<file path="src/rtl/scoring_pkg.sv">
// Shared types and sizes for scoring a guess against the secret code.
// Codes are packed arrays so element k corresponds to peg k (secret_k / guess_k).
package scoring_pkg;

  localparam int PEGS    = 4;
  localparam int COLOR_W = 3;
  localparam int CNT_W   = 3;
  localparam int IDX_W   = $clog2(PEGS);

  typedef logic [COLOR_W-1:0] peg_t;
  typedef peg_t [PEGS-1:0]    code_t;

  typedef enum logic [1:0] {
    IDLE,
    EXACT,
    PARTIAL,
    REPORT
  } state_t;

  function automatic logic [CNT_W-1:0] popcount(input logic [PEGS-1:0] v);
    logic [CNT_W-1:0] c;
    c = '0;
    for (int k = 0; k < PEGS; k++) c = c + CNT_W'(v[k]);
    return c;
  endfunction

endpackage

</file>
<file path="src/rtl/feedback_scorer_if.sv">
// Bus between the game controller (master) and the feedback scorer (slave).
// Strobes secret_load and score_start are single-cycle pulses sampled on the rising edge.
// There is no backpressure: a pulse is accepted only while busy is low and is otherwise
// dropped, never queued. done is a one-cycle pulse marking the cycle exact/partial update.
interface feedback_scorer_if;
  import scoring_pkg::*;

  peg_t             secret3, secret2, secret1, secret0;
  logic             secret_load;
  peg_t             guess3, guess2, guess1, guess0;
  logic             score_start;
  logic             last_turn;
  logic             busy;
  logic             done;
  logic [CNT_W-1:0] exact;
  logic [CNT_W-1:0] partial;
  logic             win;
  logic             game_over;

  modport master (
    output secret3, secret2, secret1, secret0, secret_load,
    output guess3, guess2, guess1, guess0, score_start, last_turn,
    input  busy, done, exact, partial, win, game_over
  );

  modport slave (
    input  secret3, secret2, secret1, secret0, secret_load,
    input  guess3, guess2, guess1, guess0, score_start, last_turn,
    output busy, done, exact, partial, win, game_over
  );

endinterface

</file>
<file path="src/rtl/first_match_finder.sv">
// Finds the lowest secret slot of a given colour that has not already been claimed.
module first_match_finder
  import scoring_pkg::*;
(
  input  peg_t             colour,
  input  code_t            secret,
  input  logic [PEGS-1:0]  used,
  output logic             found,
  output logic [IDX_W-1:0] idx
);

  // Scan high to low so the last hit written is the lowest index.
  always_comb begin
    found = 1'b0;
    idx   = '0;
    for (int j = PEGS - 1; j >= 0; j--) begin
      if (!used[j] && secret[j] == colour) begin
        found = 1'b1;
        idx   = j[IDX_W-1:0];
      end
    end
  end

endmodule

</file>
<file path="src/rtl/feedback_scorer.sv">
// Scores a snapshotted guess against the latched secret: one EXACT cycle, one PARTIAL
// cycle per guess peg, then REPORT updates the counts and the sticky win/game_over flags.
module feedback_scorer
  import scoring_pkg::*;
(
  input  logic               clk,
  input  logic               reset,
  feedback_scorer_if.slave   bus,
  output state_t             dbg_state
);

  state_t           state;
  code_t            secret_q;
  code_t            guess_q;
  logic             last_q;
  logic [PEGS-1:0]  match_g;
  logic [PEGS-1:0]  match_s;
  logic [CNT_W-1:0] exact_acc;
  logic [CNT_W-1:0] partial_acc;
  logic [IDX_W-1:0] idx;

  code_t            secret_in;
  code_t            guess_in;
  logic [PEGS-1:0]  eq;
  logic             fm_found;
  logic [IDX_W-1:0] fm_idx;

  assign secret_in = {bus.secret3, bus.secret2, bus.secret1, bus.secret0};
  assign guess_in  = {bus.guess3, bus.guess2, bus.guess1, bus.guess0};
  assign dbg_state = state;

  always_comb begin
    eq = '0;
    for (int k = 0; k < PEGS; k++) eq[k] = (guess_q[k] == secret_q[k]);
  end

  first_match_finder u_finder (
    .colour (guess_q[idx]),
    .secret (secret_q),
    .used   (match_s),
    .found  (fm_found),
    .idx    (fm_idx)
  );

  always_ff @(posedge clk) begin
    if (!reset) begin
      state         <= IDLE;
      secret_q      <= '0;
      guess_q       <= '0;
      last_q        <= 1'b0;
      match_g       <= '0;
      match_s       <= '0;
      exact_acc     <= '0;
      partial_acc   <= '0;
      idx           <= '0;
      bus.busy      <= 1'b0;
      bus.done      <= 1'b0;
      bus.exact     <= '0;
      bus.partial   <= '0;
      bus.win       <= 1'b0;
      bus.game_over <= 1'b0;
    end else begin
      bus.done <= 1'b0;
      unique case (state)
        IDLE: begin
          if (bus.secret_load) begin
            secret_q      <= secret_in;
            bus.exact     <= '0;
            bus.partial   <= '0;
            bus.win       <= 1'b0;
            bus.game_over <= 1'b0;
          end else if (bus.score_start && !bus.game_over) begin
            guess_q     <= guess_in;
            last_q      <= bus.last_turn;
            match_g     <= '0;
            match_s     <= '0;
            exact_acc   <= '0;
            partial_acc <= '0;
            idx         <= '0;
            bus.busy    <= 1'b1;
            state       <= EXACT;
          end
        end
        EXACT: begin
          match_g   <= eq;
          match_s   <= eq;
          exact_acc <= popcount(eq);
          idx       <= '0;
          state     <= PARTIAL;
        end
        PARTIAL: begin
          // Exact hits already own their secret slot via match_s, so they cannot be reclaimed.
          if (!match_g[idx] && fm_found) begin
            match_s[fm_idx] <= 1'b1;
            partial_acc     <= partial_acc + CNT_W'(1);
          end
          if (idx == IDX_W'(PEGS - 1)) begin
            state <= REPORT;
          end else begin
            idx <= idx + IDX_W'(1);
          end
        end
        REPORT: begin
          bus.exact     <= exact_acc;
          bus.partial   <= partial_acc;
          bus.done      <= 1'b1;
          bus.busy      <= 1'b0;
          bus.win       <= (exact_acc == CNT_W'(PEGS));
          bus.game_over <= (exact_acc == CNT_W'(PEGS)) || last_q;
          state         <= IDLE;
        end
        default: state <= IDLE;
      endcase
    end
  end

endmodule

</file>
<file path="src/flat_wrapper.sv">
// flat-port wrapper written by rule: the top's interface ports become plain ports
module feedback_scorer_flat import scoring_pkg::*;
  (clk, reset, dbg_state, bus_secret3, bus_secret2, bus_secret1, bus_secret0, bus_secret_load, bus_guess3, bus_guess2, bus_guess1, bus_guess0, bus_score_start, bus_last_turn, bus_busy, bus_done, bus_exact, bus_partial, bus_win, bus_game_over);
  feedback_scorer_if bus_i ();
  input  logic clk;
  input  logic reset;
  output state_t dbg_state;
  input wire logic [$bits(bus_i.secret3)-1:0] bus_secret3;
  input wire logic [$bits(bus_i.secret2)-1:0] bus_secret2;
  input wire logic [$bits(bus_i.secret1)-1:0] bus_secret1;
  input wire logic [$bits(bus_i.secret0)-1:0] bus_secret0;
  input wire logic [$bits(bus_i.secret_load)-1:0] bus_secret_load;
  input wire logic [$bits(bus_i.guess3)-1:0] bus_guess3;
  input wire logic [$bits(bus_i.guess2)-1:0] bus_guess2;
  input wire logic [$bits(bus_i.guess1)-1:0] bus_guess1;
  input wire logic [$bits(bus_i.guess0)-1:0] bus_guess0;
  input wire logic [$bits(bus_i.score_start)-1:0] bus_score_start;
  input wire logic [$bits(bus_i.last_turn)-1:0] bus_last_turn;
  output wire logic [$bits(bus_i.busy)-1:0] bus_busy;
  output wire logic [$bits(bus_i.done)-1:0] bus_done;
  output wire logic [$bits(bus_i.exact)-1:0] bus_exact;
  output wire logic [$bits(bus_i.partial)-1:0] bus_partial;
  output wire logic [$bits(bus_i.win)-1:0] bus_win;
  output wire logic [$bits(bus_i.game_over)-1:0] bus_game_over;
  assign bus_i.secret3 = bus_secret3;
  assign bus_i.secret2 = bus_secret2;
  assign bus_i.secret1 = bus_secret1;
  assign bus_i.secret0 = bus_secret0;
  assign bus_i.secret_load = bus_secret_load;
  assign bus_i.guess3 = bus_guess3;
  assign bus_i.guess2 = bus_guess2;
  assign bus_i.guess1 = bus_guess1;
  assign bus_i.guess0 = bus_guess0;
  assign bus_i.score_start = bus_score_start;
  assign bus_i.last_turn = bus_last_turn;
  assign bus_busy = bus_i.busy;
  assign bus_done = bus_i.done;
  assign bus_exact = bus_i.exact;
  assign bus_partial = bus_i.partial;
  assign bus_win = bus_i.win;
  assign bus_game_over = bus_i.game_over;
  feedback_scorer u_core (.clk(clk), .reset(reset), .bus(bus_i), .dbg_state(dbg_state));
endmodule
</file>
<file path="config.mk">
export PLATFORM = sky130hd
export DESIGN_NAME = feedback_scorer_flat
export DESIGN_NICKNAME = d
export VERILOG_FILES = /design/src/rtl/scoring_pkg.sv /design/src/rtl/feedback_scorer_if.sv /design/src/rtl/first_match_finder.sv /design/src/rtl/feedback_scorer.sv /design/src/flat_wrapper.sv
export SDC_FILE = /design/constraint.sdc
export NUM_CORES = 1
export LEC_CHECK = 0
export ABC_AREA = 1
export BUFFER_PORTS_ARGS = -buffer_cell sky130_fd_sc_hd__buf_2
export CORE_MARGIN = 3
export CORE_UTILIZATION = 59
export CTS_BUF_LIST = sky130_fd_sc_hd__clkbuf_8
export DETAILED_ROUTE_END_ITERATION = 16
export PLACE_DENSITY_LB_ADDON = 0.1
export SLEW_MARGIN = 30
export SYNTH_ARGS = -nofsm -noshare
export SYNTH_HDL_FRONTEND = slang
export SYNTH_SLANG_ARGS = --single-unit
</file>
<file path="constraint.sdc">
create_clock -name clk -period 2.55 [get_ports clk]
set_input_delay 0 -clock clk [delete_from_list [all_inputs] [get_ports clk]]
set_output_delay 0 -clock clk [all_outputs]
set_load 0.01 [all_outputs]
</file>
==> metrics.cfg, run 1 <==
[synthesis]
avgSynthCellArea_um2=6.97
synth_top_cell_area_share=0.382
netlist_area_um2=2780
synthMuxAreaShare=0
synthArstFlopShare=0
synthCells=399
synth_compound_area_frac=0.145
yosys.cell_types.count=32
synth_top_family_by_area=simple AND/OR/NAND/NOR gates
synth_xor_area_frac=0.0410
synth-edff-count=0
synth_most_common_cell=nand2_1
synth_top_cells_by_area=dfxtp_1, nand2_1, nor2_1
synth-seq-area-share=0.382
syn_nets=437
synthAdderAreaFrac=0.0432
synth.largest_area_cell=dfxtp_1
synth_commonest_cells=nand2_1, nor2_1, dfxtp_1
synth_flop_cell=dfxtp_1
ys_ff_latch=53
synth_warnings=0
synthSimpleGateAreaFrac=0.319

[min_path]
worst_hold_path.num_cells=5
hold_end=u_core.guess_q[9]
min-delay-start=bus_score_start
hold_class=in2reg

[route]
drt-met1-wl_um=3210
vias_per_cell=5.28
drc=0
firstDrtPassIters=4
top_layer=met4
met3RoutedLength_um=413
route.met2.wl_um=3170
drt_iter0_drc=163
routed-via-count=2732
ant_nets=0
wl_per_cell_um=13.3
routed_wl_um=6890

[layout]
seq_area_um2=1060
area_delta_synth_final_pct=21.6
multi_input_area_um2=1520
final_nets=502
fillers=342
diodes=0
drive_gt1_frac=0.157

[worst_setup_path]
endpoint_kind=flop
worstSetupPathType=reg2reg
rr_endpoint=u_core.exact_acc[1]
slowest_delay_ns=0.41
r2r_start=u_core.secret_q[0]
path_buf_inv=0
crit_slowest_cell=fa_1
cp.depth=7
path_cells=xnor2_1, nor3b_1, ha_1, fa_1, ha_1, a31oi_1, nor2_1
cp-start-kind=flop
critical_path.top_delay_family=adder cells
reg2reg_depth=7
crit_fanout=3
worstPathRequired_ns=2.73
crit_arrival_ns=2.37
ff2ff_setup_slack_ns=0.36
crit_top_cell=ha_1

[sta]
tns_ns=0
setup_viol=0
rsz0062_at_grt=false
fmax_mhz=456
drv_slew=0
hold_ws_ns=0.181
tightest_slew_ns=0.704
period_share=0.860
period_needed_ns=2.19
slew_headroom=0.530
skew_ns=0.00613
hold_viol_final=0

[die]
initial_core_util=0.626
ioPinCount=41
core_um2=4440
die_y_um=74.6
rows=24
die-area_um2=5570
die_x_um=74.6

[cts]
cts_sinks=53
cts_tree=yes
cts_made_buffers=5
clockBufferDepth=2
htree_levels=2
post_cts_buffers=0
clk_pin_slew_ns=0.09
cts_root_buf=clkbuf_8
clk_latency_ns=0.30

[placed_design]
dp_hpwl_um=4780
place.gp.congestion=0.846
io_buffers=40

[global_route]
grt_pass1_wl_um=11200
overflow=0
grt_start_max_net_pins=33
grt_antenna_before_repair=0
grt_usage=0.261
grt_pass1_vias=2524

[power]
ir_drop_mv=0.492
power_density_nw_per_um2=910
p_leak_nw=1.59

[job]
cap_violations=0

[outcome]
outcome=completed

[placed cells by master, fill, tap and decap left out, types with 4 or more instances in the layout]
cell	count
a21oi_1	31
buf_2	40
buf_4	5
clkbuf_8	7
dfxtp_1	53
dlygate4sd3_1	25
ha_1	8
inv_1	35
nand2_1	89
nand3_1	18
nand3_2	6
nand3b_1	4
nand4_1	5
nor2_1	64
nor2_2	4
o21ai_0	35
xnor2_1	6
xor2_1	7
[how the worst max path moves through the flow]
| stage | from | end | slack (ns) |
|---|---|---|---|
| detailed placement | u_core.secret_q[0] | u_core.exact_acc[1] | 0.41 |
| finish | u_core.secret_q[0] | u_core.exact_acc[1] | 0.36 |
| CTS | u_core.secret_q[0] | u_core.exact_acc[1] | 0.35 |
| floorplan | u_core.secret_q[2] | u_core.exact_acc[1] | 0.58 |
| global placement | u_core.secret_q[0] | u_core.exact_acc[1] | 0.43 |
| global route | u_core.guess_q[0] | u_core.exact_acc[1] | 0.19 |
[repair_timing]
item                                   in CTS  in global routing
hold buffers                               25                  0
gates resized for setup                     0                  0
endpoints found under the hold margin      25                  0
[per-layer routing]
layer | vias to the layer above | GRT usage
met5 | - | 0
met4 | 0 | 0.0791
met3 | 12 | 0.0521
met2 | 84 | 0.431
met1 | 1225 | 0.346
li1 | 1411 | -
[registers in the layout (all words and copies together), names as in the netlist]
register / cells
u_core.guess_q: 12
u_core.secret_q: 12
u_core.match_g: 4
u_core.match_s: 4
u_core.bus.exact: 3
u_core.bus.partial: 3
u_core.exact_acc: 3
u_core.partial_acc: 3
u_core.dbg_state: 2
u_core.idx: 2
u_core.bus.busy: 1
u_core.bus.done: 1
u_core.bus.game_over: 1
u_core.bus.win: 1
u_core.last_q: 1
[metrics by stage]
stage	std cells	util	area [um2]	power (mW)	setup slack [ns]
after floorplan	399	-	2780	2.18	0.580
after global placement	484	0.682	3030	2.48	0.428
after detailed placement	484	0.682	3030	2.51	0.406
after CTS	517	0.761	3380	3.07	0.347
after global routing	517	0.761	3380	3.33	0.191
final	517	0.761	3380	3.08	0.356
[kinds of logic (layout without fill, tap and decap cells)]
group	after synthesis	count (layout)
compound gates	76	76
fa+ha+maj	9	9
xor+xnor	13	13
buf+inv	49	115
simple gates	199	199
flops	53	53
[power by group]
group | switching (mW) | internal (mW)
clock | 0.264 | 0.246
sequential | 0.149 | 0.985
combinational | 0.884 | 0.550
total | 1.30 | 1.78
[worst register-to-register path: stages (launching register included)]
cell and delay [ns]:
dfxtp_1 0.34, xnor2_1 0.17, nor3b_1 0.32, ha_1 0.31
fa_1 0.41, ha_1 0.30, a31oi_1 0.17, nor2_1 0.05
[area by class of cell]
cell class              count  share of cell area
multi-input cells         297               0.451
flip-flops and latches     53               0.314
repair buffers             70               0.144
inverters                  37              0.0418
clock buffers               7              0.0285
well taps                  52              0.0192
clock inverters             1             0.00148
(Power assumes the default switching activity.)
==> inputs of run 2 (changes only) <==
--- a/config.mk
+++ b/config.mk
@@ -8,7 +8,7 @@
 export ABC_AREA = 1
 export BUFFER_PORTS_ARGS = -buffer_cell sky130_fd_sc_hd__buf_2
 export CORE_MARGIN = 3
-export CORE_UTILIZATION = 59
+export CORE_UTILIZATION = 44
 export CTS_BUF_LIST = sky130_fd_sc_hd__clkbuf_8
 export DETAILED_ROUTE_END_ITERATION = 16
 export PLACE_DENSITY_LB_ADDON = 0.1
==> run 2 against run 1 <==
- via count is 1.4% lower
- maximum frequency is 1.2% higher
- flip-flop and latch count stayed put
==> metrics.cfg, run 2 (synthesized netlist as in run 1, its figures left out) <==
[global_route]
overflow=0  ; unchanged
grt_antenna_before_repair=0  ; unchanged
grt_start_max_net_pins=33  ; unchanged
grt_usage=0.205  ; was 0.261
grt_pass1_wl_um=12100  ; was 11200 um
grt_pass1_vias=2576  ; was 2524

[sta]
skew_ns=0.00923  ; was 0.00613 ns
tns_ns=0  ; unchanged
tightest_slew_ns=0.676  ; was 0.704 ns
setup_viol=0  ; unchanged
hold_viol_final=0  ; unchanged
slew_headroom=0.549  ; was 0.530
period_share=0.850  ; was 0.860
drv_slew=0  ; unchanged
fmax_mhz=461  ; was 456 MHz
hold_ws_ns=0.00587  ; was 0.181 ns
period_needed_ns=2.17  ; was 2.19 ns
setup_slack_ns=0.381  ; was 0.356 ns
rsz0062_at_grt=false  ; unchanged

[route]
routed-via-count=2695  ; was 2732
routed_wl_um=6970  ; was 6890 um
ant_nets=0  ; unchanged
wl_per_cell_um=13.0  ; was 13.3 um
drc=0  ; unchanged
drt_iter0_drc=162  ; was 163
firstDrtPassIters=5  ; was 4
vias_per_cell=5.01  ; was 5.28

[power]
power_mw=3.12  ; was 3.08 mW
power_density_nw_per_um2=918  ; was 910 nW/um2
p_leak_nw=1.58  ; was 1.59 nW
ir_drop_mv=0.401  ; was 0.492 mV

[layout]
multi_input_area_um2=1520  ; unchanged
reg_top3=u_core.guess_q x12, u_core.secret_q x12  ; unchanged
area_delta_synth_final_pct=22.3  ; was 21.6%
seq_area_um2=1060  ; unchanged
drive_gt1_frac=0.156  ; was 0.157
layout_common_cells=nand2_1, nor2_1, dfxtp_1, buf_2, inv_1  ; was nand2_1, nor2_1, dfxtp_1, buf_2
diodes=0  ; unchanged
final_common_cell=nand2_1  ; unchanged
stdcell_area_um2=3400  ; was 3380 um2
final_nets=500  ; was 502
fillers=615  ; was 342

[cts]
cts_made_buffers=5  ; unchanged
cts_sinks=53  ; unchanged
cts_tree=yes  ; unchanged
cts_hold_buffers=23  ; was 25
htree_levels=2  ; unchanged
cts_resized=0  ; unchanged
clk_latency_ns=0.31  ; was 0.30 ns
cts_root_buf=clkbuf_8  ; unchanged
clockBufferDepth=2  ; unchanged
post_cts_buffers=0  ; unchanged
clk_pin_slew_ns=0.09  ; about the same

[worst_setup_path]
worstPathRequired_ns=2.73  ; about the same
endpoint_kind=flop  ; unchanged
crit_arrival_ns=2.35  ; was 2.37 ns
worstSetupPathType=reg2reg  ; unchanged
ff2ff_setup_slack_ns=0.38  ; was 0.36 ns
cp-start-kind=flop  ; unchanged
crit_fanout=3  ; unchanged

[outcome]
outcome=completed  ; unchanged

[placed_design]
place.gp.congestion=0.845  ; was 0.846
dpl_worst_slack_ns=0.399  ; was 0.406 ns
io_buffers=40  ; unchanged
dpl_cell_area_um2=3060  ; was 3030 um2
dp_hpwl_um=5000  ; was 4780 um

[die]
die_x_um=85.5  ; was 74.6 um
core_um2=6030  ; was 4440 um2
die_y_um=85.5  ; was 74.6 um
initial_core_util=0.461  ; was 0.626
rows=28  ; was 24
ioPinCount=41  ; unchanged
die-area_um2=7310  ; was 5570 um2

[job]
cap_violations=0  ; unchanged

[min_path]
hold_class=in2reg  ; unchanged

-- run 2: cell types whose count changed in the layout (fill, tap and decap cells not counted), sizes merged --
cell and delta:
bufinv +1, dlygate4sd3 -2, inv +1, clkbuf -2
-- run 2: worst paths after layout --
path	start	endpoint	cells after the start
hold reg to reg	u_core.bus.partial[2]	u_core.bus.partial[2]	2
hold / removal	bus_secret0[2]	u_core.secret_q[2]	3
setup / recovery	u_core.guess_q[0]	u_core.exact_acc[1]	7
setup reg to reg	u_core.guess_q[0]	u_core.exact_acc[1]	7
-- run 2: metrics by stage --
stage               utilization  instances
global route              0.564        538
finish                    0.564        538
global placement          0.507        507
CTS                       0.564        538
floorplan                     -        399
detailed placement        0.507        507
-- run 2: worst max-delay path, stage by stage, from the launching register on --
cell and delay [ns]:
dfxtp_1 0.37, xnor2_1 0.13, nor3b_1 0.34, ha_1 0.31, fa_1 0.39, ha_1 0.28
a31oi_1 0.16, nor2_1 0.05
-- run 2: cell type report --
class / instances / area share
multi-input cells: 297 / 0.448
clock inverters: 3 / 0.0125
flip-flops and latches: 53 / 0.312
clock buffers: 5 / 0.0202
inverters: 37 / 0.0416
repair buffers: 68 / 0.138
well taps: 75 / 0.0276
-- run 2: power by group --
group	switching [mW]	internal, mW	leakage, nW	total [mW]
Sequential	0.149	0.985	0.433	1.13
Clock	0.286	0.291	0.0595	0.577
Combinational	0.870	0.541	1.09	1.41
-- run 2: per-layer routing --
layer / GRT usage / part of all wire
met1: 0.259 / 0.47
met2: 0.364 / 0.49
met3: 0.0317 / 0.027
met4: 0.0489 / 0.011
met5: 0 / 0
